--- src/rtl/change_dispenser_if.sv ---
// Handshake bundle between the change dispenser and its controller/hopper.
interface change_dispenser_if;
    logic [4:0] change_in;
    logic       change_valid;
    logic       abort;
    logic       coin_ack;
    logic [2:0] coin_out;
    logic       coin_valid;
    logic       busy;
    logic       done;
    logic       error;
    logic [4:0] remaining;
    logic [3:0] coins_paid;
    logic [1:0] state;

    // Controller/hopper side: issues requests and acks, observes status.
    modport master (
        output change_in, change_valid, abort, coin_ack,
        input  coin_out, coin_valid, busy, done, error, remaining, coins_paid, state
    );

    // Dispenser side.
    modport slave (
        input  change_in, change_valid, abort, coin_ack,
        output coin_out, coin_valid, busy, done, error, remaining, coins_paid, state
    );
endinterface

--- src/rtl/change_dispenser.sv ---
// Greedy coin dispenser: pays out an amount using Rs10/5/2/1 coins,
// one coin per SELECT/PAY round trip with the hopper.
module change_dispenser #(
    parameter int ACK_TIMEOUT = 8
) (
    input  logic               clk,
    input  logic               rst,
    change_dispenser_if.slave  bus
);
    typedef enum logic [1:0] {
        IDLE   = 2'b00,
        SELECT = 2'b01,
        PAY    = 2'b10,
        FINISH = 2'b11
    } state_t;

    localparam logic [2:0] C_NONE = 3'b000;
    localparam logic [2:0] C_RS1  = 3'b001;
    localparam logic [2:0] C_RS2  = 3'b010;
    localparam logic [2:0] C_RS5  = 3'b011;
    localparam logic [2:0] C_RS10 = 3'b100;

    // Last count value before the timeout fires on the following edge.
    localparam logic [3:0] TMO_LAST = 4'(ACK_TIMEOUT - 1);

    state_t     r_state;
    logic [2:0] r_coin_out;
    logic       r_coin_valid;
    logic       r_busy;
    logic       r_done;
    logic       r_error;
    logic [4:0] r_remaining;
    logic [3:0] r_coins_paid;
    logic [3:0] r_tmo_cnt;

    logic [2:0] w_pick;
    logic [4:0] w_coin_val;
    logic [4:0] w_rem_next;

    // Greedy choice; the largest coin never exceeds remaining, so no underflow.
    always_comb begin
        w_pick = C_RS1;
        if (r_remaining >= 5'd10)     w_pick = C_RS10;
        else if (r_remaining >= 5'd5) w_pick = C_RS5;
        else if (r_remaining >= 5'd2) w_pick = C_RS2;
    end

    // Value of the coin currently presented to the hopper.
    always_comb begin
        case (r_coin_out)
            C_RS1:   w_coin_val = 5'd1;
            C_RS2:   w_coin_val = 5'd2;
            C_RS5:   w_coin_val = 5'd5;
            C_RS10:  w_coin_val = 5'd10;
            default: w_coin_val = 5'd0;
        endcase
    end

    assign w_rem_next = r_remaining - w_coin_val;

    // Control FSM; every output is a register, so the hopper sees no input-to-output path.
    always_ff @(posedge clk or negedge rst) begin
        if (!rst) begin
            r_state      <= IDLE;
            r_coin_out   <= C_NONE;
            r_coin_valid <= 1'b0;
            r_busy       <= 1'b0;
            r_done       <= 1'b0;
            r_error      <= 1'b0;
            r_remaining  <= 5'd0;
            r_coins_paid <= 4'd0;
            r_tmo_cnt    <= 4'd0;
        end else begin
            r_done <= 1'b0;
            case (r_state)
                IDLE: begin
                    if (bus.change_valid) begin
                        if (bus.change_in != 5'd0) begin
                            r_remaining  <= bus.change_in;
                            r_coins_paid <= 4'd0;
                            r_error      <= 1'b0;
                            r_busy       <= 1'b1;
                            r_state      <= SELECT;
                        end else begin
                            // Nothing to pay: acknowledge with a bare done pulse.
                            r_done <= 1'b1;
                        end
                    end
                end
                SELECT: begin
                    if (bus.abort) begin
                        r_done  <= 1'b1;
                        r_state <= FINISH;
                    end else begin
                        r_coin_out   <= w_pick;
                        r_coin_valid <= 1'b1;
                        r_tmo_cnt    <= 4'd0;
                        r_state      <= PAY;
                    end
                end
                PAY: begin
                    if (bus.coin_ack) begin
                        // An ack always counts, even if abort arrives with it.
                        r_remaining  <= w_rem_next;
                        r_coins_paid <= r_coins_paid + 4'd1;
                        r_coin_valid <= 1'b0;
                        r_coin_out   <= C_NONE;
                        if (w_rem_next == 5'd0 || bus.abort) begin
                            r_done  <= 1'b1;
                            r_state <= FINISH;
                        end else begin
                            r_state <= SELECT;
                        end
                    end else if (bus.abort) begin
                        r_coin_valid <= 1'b0;
                        r_coin_out   <= C_NONE;
                        r_done       <= 1'b1;
                        r_state      <= FINISH;
                    end else if (r_tmo_cnt == TMO_LAST) begin
                        r_error      <= 1'b1;
                        r_coin_valid <= 1'b0;
                        r_coin_out   <= C_NONE;
                        r_done       <= 1'b1;
                        r_state      <= FINISH;
                    end else begin
                        r_tmo_cnt <= r_tmo_cnt + 4'd1;
                    end
                end
                FINISH: begin
                    // done was raised on entry, so it lasts exactly this cycle.
                    r_busy  <= 1'b0;
                    r_state <= IDLE;
                end
                default: r_state <= IDLE;
            endcase
        end
    end

    assign bus.coin_out   = r_coin_out;
    assign bus.coin_valid = r_coin_valid;
    assign bus.busy       = r_busy;
    assign bus.done       = r_done;
    assign bus.error      = r_error;
    assign bus.remaining  = r_remaining;
    assign bus.coins_paid = r_coins_paid;
    assign bus.state      = r_state;
endmodule

--- src/flat_wrapper.sv ---
// flat-port wrapper written by rule: the top's interface ports become plain ports
module change_dispenser_flat 
#(
    parameter int ACK_TIMEOUT = 8
)
  (clk, rst, bus_change_in, bus_change_valid, bus_abort, bus_coin_ack, bus_coin_out, bus_coin_valid, bus_busy, bus_done, bus_error, bus_remaining, bus_coins_paid, bus_state);
  change_dispenser_if bus_i ();
  input  logic clk;
  input  logic rst;
  input wire logic [$bits(bus_i.change_in)-1:0] bus_change_in;
  input wire logic [$bits(bus_i.change_valid)-1:0] bus_change_valid;
  input wire logic [$bits(bus_i.abort)-1:0] bus_abort;
  input wire logic [$bits(bus_i.coin_ack)-1:0] bus_coin_ack;
  output wire logic [$bits(bus_i.coin_out)-1:0] bus_coin_out;
  output wire logic [$bits(bus_i.coin_valid)-1:0] bus_coin_valid;
  output wire logic [$bits(bus_i.busy)-1:0] bus_busy;
  output wire logic [$bits(bus_i.done)-1:0] bus_done;
  output wire logic [$bits(bus_i.error)-1:0] bus_error;
  output wire logic [$bits(bus_i.remaining)-1:0] bus_remaining;
  output wire logic [$bits(bus_i.coins_paid)-1:0] bus_coins_paid;
  output wire logic [$bits(bus_i.state)-1:0] bus_state;
  assign bus_i.change_in = bus_change_in;
  assign bus_i.change_valid = bus_change_valid;
  assign bus_i.abort = bus_abort;
  assign bus_i.coin_ack = bus_coin_ack;
  assign bus_coin_out = bus_i.coin_out;
  assign bus_coin_valid = bus_i.coin_valid;
  assign bus_busy = bus_i.busy;
  assign bus_done = bus_i.done;
  assign bus_error = bus_i.error;
  assign bus_remaining = bus_i.remaining;
  assign bus_coins_paid = bus_i.coins_paid;
  assign bus_state = bus_i.state;
  change_dispenser #(.ACK_TIMEOUT(ACK_TIMEOUT)) u_core (.clk(clk), .rst(rst), .bus(bus_i));
endmodule
--- config.mk ---
export PLATFORM = sky130hd
export DESIGN_NAME = change_dispenser_flat
export DESIGN_NICKNAME = d
export VERILOG_FILES = /design/src/rtl/change_dispenser_if.sv /design/src/rtl/change_dispenser.sv /design/src/flat_wrapper.sv
export SDC_FILE = /design/constraint.sdc
export NUM_CORES = 1
export LEC_CHECK = 0
export ABC_AREA = 0
export CAP_MARGIN = 20
export CELL_PAD_IN_SITES_DETAIL_PLACEMENT = 1
export CELL_PAD_IN_SITES_GLOBAL_PLACEMENT = 2
export CORE_UTILIZATION = 25
export CTS_CLUSTER_SIZE = 12
export DETAILED_ROUTE_END_ITERATION = 7
export MAX_ROUTING_LAYER = met4
export PLACE_DENSITY = 0.7
export SLEW_MARGIN = 10
export SYNTH_ARGS = -nofsm -noshare
export SYNTH_HDL_FRONTEND = slang
export SYNTH_SLANG_ARGS = --single-unit
--- constraint.sdc ---
create_clock -name clk -period 2.56 [get_ports clk]
set_clock_uncertainty 0.2 [all_clocks]
set_input_delay 0.256 -clock clk [delete_from_list [all_inputs] [get_ports clk]]
set_output_delay 0.256 -clock clk [all_outputs]
set_load 0.02 [all_outputs]
==> results of run 1 <==
path summary, 6_finish.rpt:
| check | from | endpoint | slack, ns | cells past startpoint |
|---|---|---|---|---|
| max in group asynchronous | rst | u_core.bus.remaining[0] | 1.77 | 2 |
| min | rst | u_core.r_tmo_cnt[1] | 0.15 | 2 |
| max | u_core.bus.coin_out[0] | u_core.bus.remaining[3] | 0.29 | 7 |
| min reg2reg | u_core.bus.coin_valid | u_core.bus.coin_valid | 0.28 | 2 |
| min in group clk | u_core.bus.coin_valid | u_core.bus.coin_valid | 0.28 | 2 |
| max reg2reg | u_core.bus.coin_out[0] | u_core.bus.remaining[3] | 0.29 | 7 |
cell usage after synthesis (all sizes together) (2+ instances only):
library cell	instances	area [sq um]
dfrtp	22	550.5
nand2	17	63.81
nor2	17	63.81
a21oi	10	50.05
o21ai	9	45.04
ha	6	75.07
nand3	6	30.03
nor2b	5	31.28
nor3	5	25.02
inv	4	15.01
xor2	4	35.03
a21boi	3	22.52
buf	3	17.52
mux2i	3	30.03
nand2b	3	18.77
o2bb2ai	3	26.28
a31oi	2	12.51
and3b	2	17.52
clkbuf	2	7.510
nand3b	2	15.01
nand4	2	12.51
nor3b	2	15.01
o22ai	2	12.51
o31ai	2	15.01
placed cells by master (no fill, tap or decap), types with 2 or more instances in the layout:
| cell type | count |
|---|---|
| a21boi_0 | 3 |
| a21oi_1 | 10 |
| a31oi_1 | 2 |
| and3b_1 | 2 |
| buf_4 | 7 |
| clkbuf_8 | 4 |
| clkdlybuf4s50_1 | 27 |
| dfrtp_1 | 22 |
| ha_1 | 6 |
| inv_1 | 4 |
| mux2i_1 | 3 |
| nand2_1 | 17 |
| nand2b_1 | 3 |
| nand3_1 | 6 |
| nand3b_1 | 2 |
| nand4_1 | 2 |
| nor2_1 | 17 |
| nor2b_1 | 5 |
| nor3_1 | 5 |
| nor3b_1 | 2 |
| o21ai_0 | 8 |
| o22ai_1 | 2 |
| o2bb2ai_1 | 3 |
| o31ai_1 | 2 |
| xor2_1 | 4 |
cell type report:
class / count / area share (%)
multi-input cells: 121 / 42.78
flip-flops and latches: 22 / 30.56
inverters: 4 / 0.8333
clock buffers: 4 / 3.056
repair buffers: 34 / 17.92
well taps: 70 / 4.861
per-stage QoR:
| step | hold slack, ns | instance area [sq um] | utilization [%] | std cells |
|---|---|---|---|---|
| 6_report | 0.1471 | 1802 | 34.83 | 255 |
| 5_1_grt | 0.1582 | 1802 | 34.83 | 255 |
| 4_1_cts | 0.1513 | 1802 | 34.83 | 255 |
| 3_5_place_dp | 0.2661 | 1747 | 33.77 | 251 |
| 3_3_place_gp | 0.2653 | 1747 | 33.77 | 251 |
| 2_1_floorplan | -0.2396 | 1361 | - | 152 |
metal layers:
metal	vias up	share of wire, %
met3	4	2.7
met2	23	49
met5	-	0
met4	0	0.97
met1	626	47
li1	610	-
state kept, by name, indices dropped and copies added, names as in the netlist:
| signal | count |
|---|---|
| u_core.bus.remaining | 5 |
| u_core.bus.error | 1 |
| u_core.bus.coins_paid | 4 |
| u_core.bus.coin_out | 3 |
| u_core.r_tmo_cnt | 4 |
| u_core.bus.coin_valid | 1 |
| u_core.bus.busy | 1 |
| u_core.bus.done | 1 |
| u_core.bus.state | 2 |
critical path, cell delays in order, from the launching register on:
cell,delay (ns)
dfrtp_1,0.42
nor2b_1,0.21
nand2_1,0.09
ha_1,0.34
a21oi_1,0.19
a21boi_0,0.15
or3_1,0.40
a31oi_1,0.19
kinds of logic after synthesis:
| kind of cell | synth area share, % |
|---|---|
| AND/OR/NAND/NOR | 23.90 |
| buffers and inverters | 2.941 |
| AO/OA/AOI/OAI | 20.13 |
| flip-flops | 40.44 |
| adder cells (fa/ha/maj) | 6.985 |
| XOR/XNOR | 2.573 |
| multiplexers | 3.033 |
power groups by stage:
stage               Clock [W]  Combinational, W  Sequential [W]
floorplan                   0          0.000704        0.000760
global placement            0           0.00126        0.000691
detailed placement          0           0.00131        0.000703
CTS                  0.000264           0.00132        0.000696
global route         0.000279           0.00146        0.000728
finish               0.000256           0.00131        0.000692
==> run metrics, run 1 <==
final hold viol count 0; final setup violating endpoints 0; DRC Markers 0; DR vias around 1,300; internal power around 0.0012 W; CTS buffer count 3; initial antenna violation count 0; diode count 0; Avg WL per Cell between 15 and 20 um; Reg power frac ~31%; Setup CP Type register to register; flop and latch count out of synthesis 22; post-route ant nets 0; Multi-input gate area roughly 770 sq um; CTS root buf clkbuf_8; total of max-cap violations 0; row cnt 26; RSZ-0062 raised after global routing no; Cell Pwr Density approximately 1300 mW/mm^2; DR iter-0 viols between 60 and 70; Sequential cell area 550.5 sq um; VDD IR-drop max about 0.37 mV; total die area approximately 0.0057 sq mm; core area a little over 0.005 sq mm; worst slew pin tran between 0.4 and 0.5 ns; GR Layer Usage met3 around 2.8%; CTS HTree Levels 1; status completed; Synth Net Count 169; EDFF count, synth 0; placer congestion estimate between 0.7 and 0.8; Final min period about 2.3 ns; critical-path maximum fanout 5; Mean Syn Cell Area between 8 and 9 sq um; crit start category register; clock slew at reported path FFs approximately 0.090 ns; LEAKAGE between 0.7 and 0.8 nW; post-synthesis sequential area ratio between 40% and 50%; worst slack at placement about 0.31 ns; clock buffer depth 2; Post-Route Setup TNS 0 ns; GRT Util Overall about 16%; CP endpoint kind register; M1 GR Usage 20.24%; cts repair resizes 0; combinational power share between 50 and 60%; drt total wl approximately 3900 um; die width 75.79 um; layout cells sized above 1 under 10%; Pre-Repair DR Iteration Count 4; Area Overhead vs Synth 32.35%; Ports 28; Rel. slew slack between 60% and 70%; ys flop type dfrtp_1; fmax approximately 440 MHz; overflow left after global routing 0; nets 203; Distinct cells, synth 42; number of global-route vias before repair approximately 1,400; global routing usage on met2 28.12%; path type of the worst min-delay path input pin to asynchronous set/reset pin; Synth Cell Area ~0.0014 sq mm; Filler Cell Count approximately 600; clk_lat worst skew between 0.2 and 0.3 ns; Die Ht approximately 76 um; starting density of the core 26.32%; Post-Syn Instances roughly 150; CTS sink cnt 22; fin. max-slew vios 0; Async SR Flop Fraction 100.0%; gr busiest metal met2; I/O Buffers 27; Req. time, crit path about 2.5 ns; crit path DAT 2.24 ns; Clk pwr share approximately 11%; first-pass GRT wire length 6837 um; worst setup margin slightly below 0.3 ns; Ys Warns 0; CTS tree done; fin crit share between 80% and 90%; Sw Pwr 0.001032 W; post-DP HPWL approximately 3000 um; largest net degree at the start of global routing 23; Setup Fix Bufs, Post-CTS 0; sw frac 45.80%; Vias per Instance approximately 5.0; # hold bufs at CTS 0; total power approximately 0.0023 W
Power figures use the tool's default switching activity.
==> inputs of run 2 (changes only) <==
--- a/config.mk
+++ b/config.mk
@@ -6,7 +6,7 @@
 export NUM_CORES = 1
 export LEC_CHECK = 0
 export ABC_AREA = 0
-export CAP_MARGIN = 20
+export CAP_MARGIN = 40
 export CELL_PAD_IN_SITES_DETAIL_PLACEMENT = 1
 export CELL_PAD_IN_SITES_GLOBAL_PLACEMENT = 2
 export CORE_UTILIZATION = 25
==> constraint.sdc (replaced) <==
create_clock -name clk -period 2.56 [get_ports clk]
set_clock_uncertainty 0.2 [all_clocks]
set_input_delay 0.256 -clock clk [delete_from_list [all_inputs] [get_ports clk]]
set_output_delay 0.256 -clock clk [all_outputs]
set_load 0.1 [all_outputs]
==> run 2 against run 1 <==
Effect of this change:
- sequential share of layout area is 0.73 points higher
- sequential cell count stayed put
- non-clock buffer count is 1 lower
- worst setup slack better by 0.020 ns
- utilization is 0.65 points lower
- via count stayed put
- global-route usage is 0.70 points lower
- design area is 1.9% lower
- die area stayed put
- cell count is 0.39% lower
- worst hold slack worse by 0.025 ns
- count of clock-buffer cells in the layout is 1 lower
==> run metrics, run 2 (same netlist as run 1, synthesis figures left out) <==
drt total wl 3893 um (-0.43%); clock slew at reported path FFs 0.09 ns (about the same); number of global-route vias before repair 1,325 (-4.1%); most common cell after layout, fill and taps aside buf_4; gr busiest metal met2; CTS root buf clkbuf_8; final setup violating endpoints 0 (unchanged); fmax 445.3 MHz (+0.87%); DR vias 1,263 (unchanged); row cnt 26 (unchanged); Setup CP Type register to register; fin. max-slew vios 0 (unchanged); DRC Markers 0 (unchanged); worst slew pin tran 0.5171 ns (+0.02570 ns); crit path DAT 2.23 ns (about the same); I/O Buffers 27 (unchanged); CTS buffer count 3 (unchanged); Avg WL per Cell 15.33 um (about the same); die width 75.79 um (unchanged); path type of the worst min-delay path input pin to asynchronous set/reset pin; Req. time, crit path 2.55 ns (about the same); Area Overhead vs Synth 29.87%; diode count 0 (unchanged); Setup Fix Bufs, Post-CTS 0 (unchanged); placer congestion estimate 0.7798 (+6.9%); # hold bufs at CTS 0 (unchanged); largest net degree at the start of global routing 17 (-26%); initial antenna violation count 0 (unchanged); clk_lat worst skew 0.27 ns (about the same); Filler Cell Count 610 (+1.3%); post-DP HPWL 3045 um (+1.6%); crit start category register; Ports 28 (unchanged); Die Ht 75.79 um (unchanged); total die area 0.005744 sq mm (unchanged); CTS sink cnt 22 (unchanged); Rel. slew slack 65.42% (-1.8 points); total of max-cap violations 0 (unchanged); global routing usage on met2 26.35% (-1.8 points); cts repair resizes 0 (unchanged); clock buffer depth 2 (unchanged); Sequential cell area 553.0 sq um (+0.45%); overflow left after global routing 0 (unchanged); GRT Util Overall 15.72% (-0.70 points); GR Layer Usage met3 2.249% (-0.53 points); layout cells sized above 1 19.57% (+10 points); Final min period 2.246 ns (-0.01953 ns); post-route ant nets 0 (unchanged); DR iter-0 viols 25 (-62%); CTS HTree Levels 1 (unchanged); final hold viol count 0 (unchanged); first-pass GRT wire length 6437 um (-5.9%); M1 GR Usage 18.74% (-1.5 points); RSZ-0062 raised after global routing no; starting density of the core 26.32% (unchanged); CP endpoint kind register; critical-path maximum fanout 5 (unchanged); CTS tree done; status completed; Largest register FFs 5 (unchanged); most frequent cells in the layout 24 x buf_4, 20 x dfrtp_1, 17 x nor2_1, 17 x nand2_1, 10 x a21oi_1; Pre-Repair DR Iteration Count 4 (unchanged); core area 0.005172 sq mm (unchanged); Post-Route Setup TNS 0 ns (unchanged); fin crit share 87.72% (-0.76 points); nets 202 (-0.49%); Multi-input gate area 770.7 sq um (unchanged); Vias per Instance 4.972 (+0.39%)
==> run 2: changes by cell type in the layout (fill, tap and decap cells not counted) <==
cell	previous run	this run
buf_4	7	24
bufinv_16	0	1
clkbuf_8	4	3
clkdlybuf4s50_1	27	9
dfrtp_1	22	20
dfrtp_2	0	2
==> run 2: per-layer routing <==
layer	vias to the layer above	share of wire, %
met5	-	0
met3	8	2.9
met2	25	49
met4	0	2.5
met1	619	46
li1	611	-
==> run 2: stage by stage <==
stage / setup WS (ns) / std cells / hold WS, ns / area [sq um] / utilization (%)
after floorplan: 0.008385 / 152 / -0.2396 / 1364 / -
after global placement: 0.4235 / 250 / 0.2779 / 1697 / 32.80
after detailed placement: 0.3054 / 250 / 0.2793 / 1697 / 32.80
after CTS: 0.2691 / 254 / 0.1388 / 1768 / 34.18
after global routing: 0.1277 / 254 / 0.1488 / 1768 / 34.18
final: 0.3143 / 254 / 0.1224 / 1768 / 34.18
==> run 2: final timing paths <==
| check | to | from | slack [ns] | cells past startpoint |
|---|---|---|---|---|
| min in group clk | u_core.bus.coin_valid | u_core.bus.coin_valid | 0.29 | 2 |
| max in group asynchronous | u_core.bus.remaining[1] | rst | 1.45 | 2 |
| worst min-delay path | u_core.r_tmo_cnt[2] | rst | 0.12 | 1 |
| worst min register to register | u_core.bus.coin_valid | u_core.bus.coin_valid | 0.29 | 2 |
| worst max-delay path | u_core.bus.state[1] | u_core.bus.coin_out[2] | 0.31 | 8 |
| worst max register to register | u_core.bus.state[1] | u_core.bus.coin_out[2] | 0.31 | 8 |
==> run 2: cell type report <==
| cell class | instances | share of cell area, % |
|---|---|---|
| Sequential cell | 22 | 31.28 |
| Inverter | 4 | 0.8493 |
| Timing Repair Buffer | 33 | 15.29 |
| Clock inverter | 1 | 1.699 |
| Clock buffer | 3 | 2.335 |
| Multi-Input combinational cell | 121 | 43.60 |
| Tap cell | 70 | 4.954 |
==> run 2: critical path, cell delays in order, from the launching register on <==
cell,delay (ns)
dfrtp_1,0.43
nor2b_1,0.19
ha_1,0.21
inv_1,0.06
fa_1,0.39
xor2_1,0.17
nor3b_1,0.18
o221ai_1,0.15
o21ai_0,0.18
Power of run 2 is left out: the tool's default activity adds up to more than one toggle a clock period on the data nets, which glitch-free logic cannot reach.
==> inputs of run 3 (changes only) <==
--- a/config.mk
+++ b/config.mk
@@ -12,6 +12,7 @@
 export CORE_UTILIZATION = 25
 export CTS_CLUSTER_SIZE = 12
 export DETAILED_ROUTE_END_ITERATION = 7
+export GPL_TIMING_DRIVEN = 0
 export MAX_ROUTING_LAYER = met4
 export PLACE_DENSITY = 0.7
 export SLEW_MARGIN = 10
==> run 3 against run 2 <==
Effect of this change:
- maximum frequency is 3.8% lower
- utilization increased by 5.4 points
- cell count grew 6.7%
- die area stayed put
- largest cell class unchanged
- count of clock-buffer cells in the layout did not move
- routed wire length is 1.7% higher
- design area up 16%
- critical endpoint is now u_core.bus.done
==> run metrics, run 3 (same netlist as run 1, synthesis figures left out) <==
# hold bufs at CTS 0 (unchanged); overflow left after global routing 0 (unchanged); GRT Util Overall 16.00% (+0.28 points); CTS HTree Levels 1 (unchanged); clock slew at reported path FFs 0.09 ns (about the same); DRC Markers 0 (unchanged); CTS buffer count 3 (unchanged); Rel. slew slack 40.68% (-25 points); global routing usage on met2 26.16% (-0.20 points); crit path DAT 2.31 ns (+0.08 ns); M1 GR Usage 20.91% (+2.2 points); Filler Cell Count 581 (-4.8%); core area 0.005172 sq mm (unchanged); DR iter-0 viols 17 (-32%); CTS sink cnt 22 (unchanged); fmax 428.2 MHz (-3.8%); Vias per Instance 4.815 (-3.2%); final hold viol count 0 (unchanged); drt total wl 3959 um (+1.7%); Die Ht 75.79 um (unchanged); Pre-Repair DR Iteration Count 4 (unchanged); gr busiest metal met2; CTS tree done; most frequent cells in the layout 27 x clkdlybuf4s50_1, 20 x dfrtp_1, 19 x buf_8, 17 x nor2_1, 17 x nand2_1; Avg WL per Cell 14.61 um (-4.7%); fin. max-slew vios 0 (unchanged); Area Overhead vs Synth 50.46%; path type of the worst min-delay path input pin to asynchronous set/reset pin; nets 220 (+8.9%); Post-Route Setup TNS 0 ns (unchanged); worst r2r path cells 8 (unchanged); largest net degree at the start of global routing 13 (-4); layout cells sized above 1 16.42% (-3.1 points); post-DP HPWL 3106 um (+2.0%); most common cell after layout, fill and taps aside clkdlybuf4s50_1; Setup Fix Bufs, Post-CTS 0 (unchanged); Req. time, crit path 2.54 ns (about the same); cts repair resizes 0 (unchanged); CP endpoint kind register; fin crit share 91.22% (+3.5 points); placer congestion estimate 0.7676 (-1.6%); die width 75.79 um (unchanged); clock buffer depth 2 (unchanged); total of max-cap violations 0 (unchanged); starting density of the core 26.32% (unchanged); row cnt 26 (unchanged); RSZ-0062 raised after global routing no; Fin Hold WS 0.1527 ns (+0.03031 ns); critical-path maximum fanout 5 (unchanged); clk_lat worst skew 0.27 ns (about the same); diode count 0 (unchanged); Final min period 2.335 ns (+0.08947 ns); I/O Buffers 27 (unchanged); GR Layer Usage met3 2.249% (unchanged); Setup CP Type register to register; status completed; post-route ant nets 0 (unchanged); total die area 0.005744 sq mm (unchanged); initial antenna violation count 0 (unchanged); worst slew pin tran 0.8879 ns (+0.3708 ns); number of global-route vias before repair 1,359 (+2.6%); final setup violating endpoints 0 (unchanged); DR vias 1,305 (+3.3%); first-pass GRT wire length 6699 um (+4.1%); crit start category register; CTS root buf clkbuf_8; Largest register FFs 5 (unchanged); Ports 28 (unchanged)
-- run 3: cell count changes in the layout (fill, tap and decap cells not counted) --
cell             delta
buf_4              -23
clkbuf_1            +2
buf_8              +19
buf_2               +2
bufinv_16           -1
clkdlybuf4s50_1    +18
-- run 3: metal layers --
layer	vias up	routed length [um]
li1	646	-
met1	636	1880
met2	21	1954
met3	2	107
met4	0	17
met5	-	0
-- run 3: area by class of cell --
type / instances / area [sq um] / share of cell area, %
repair buffers: 46 / 555.5 / 27.12
well taps: 70 / 87.58 / 4.276
clock buffers: 3 / 41.29 / 2.016
inverters: 4 / 15.01 / 0.7330
flip-flops and latches: 22 / 553.0 / 27.00
plain buffers: 5 / 25.02 / 1.222
multi-input cells: 121 / 770.7 / 37.63
-- run 3: critical path, cell delays in order, from the launching register on --
cell and delay [ns]:
dfrtp_1 0.44, nor2b_1 0.22, ha_1 0.20, inv_1 0.05, fa_1 0.39, xor2_1 0.18
nor3b_1 0.21, o221ai_1 0.16, o21ai_0 0.19
-- run 3: path summary, 6_finish.rpt --
check / from / end / slack [ns]
worst min-delay path: rst / u_core.bus.coins_paid[3] / 0.15
worst max-delay path: u_core.bus.coin_out[2] / u_core.bus.done / 0.22
worst min register to register: u_core.bus.coin_valid / u_core.bus.coin_valid / 0.29
worst max register to register: u_core.bus.coin_out[2] / u_core.bus.done / 0.22
max in group asynchronous: rst / u_core.bus.coin_out[0] / 1.49
min in group clk: u_core.bus.coin_valid / u_core.bus.coin_valid / 0.29
-- run 3: per-stage QoR --
stage                     std cells  cell area, sq um  util, %  setup WS [ns]
after floorplan                 152              1364        -       0.008385
after global placement          249              1722    33.29         0.2849
after detailed placement        268              2007    38.80         0.2309
after CTS                       271              2048    39.60         0.2087
after global routing            271              2048    39.60        0.04003
final                           271              2048    39.60         0.2248
Power of run 3 is left out for the same reason.
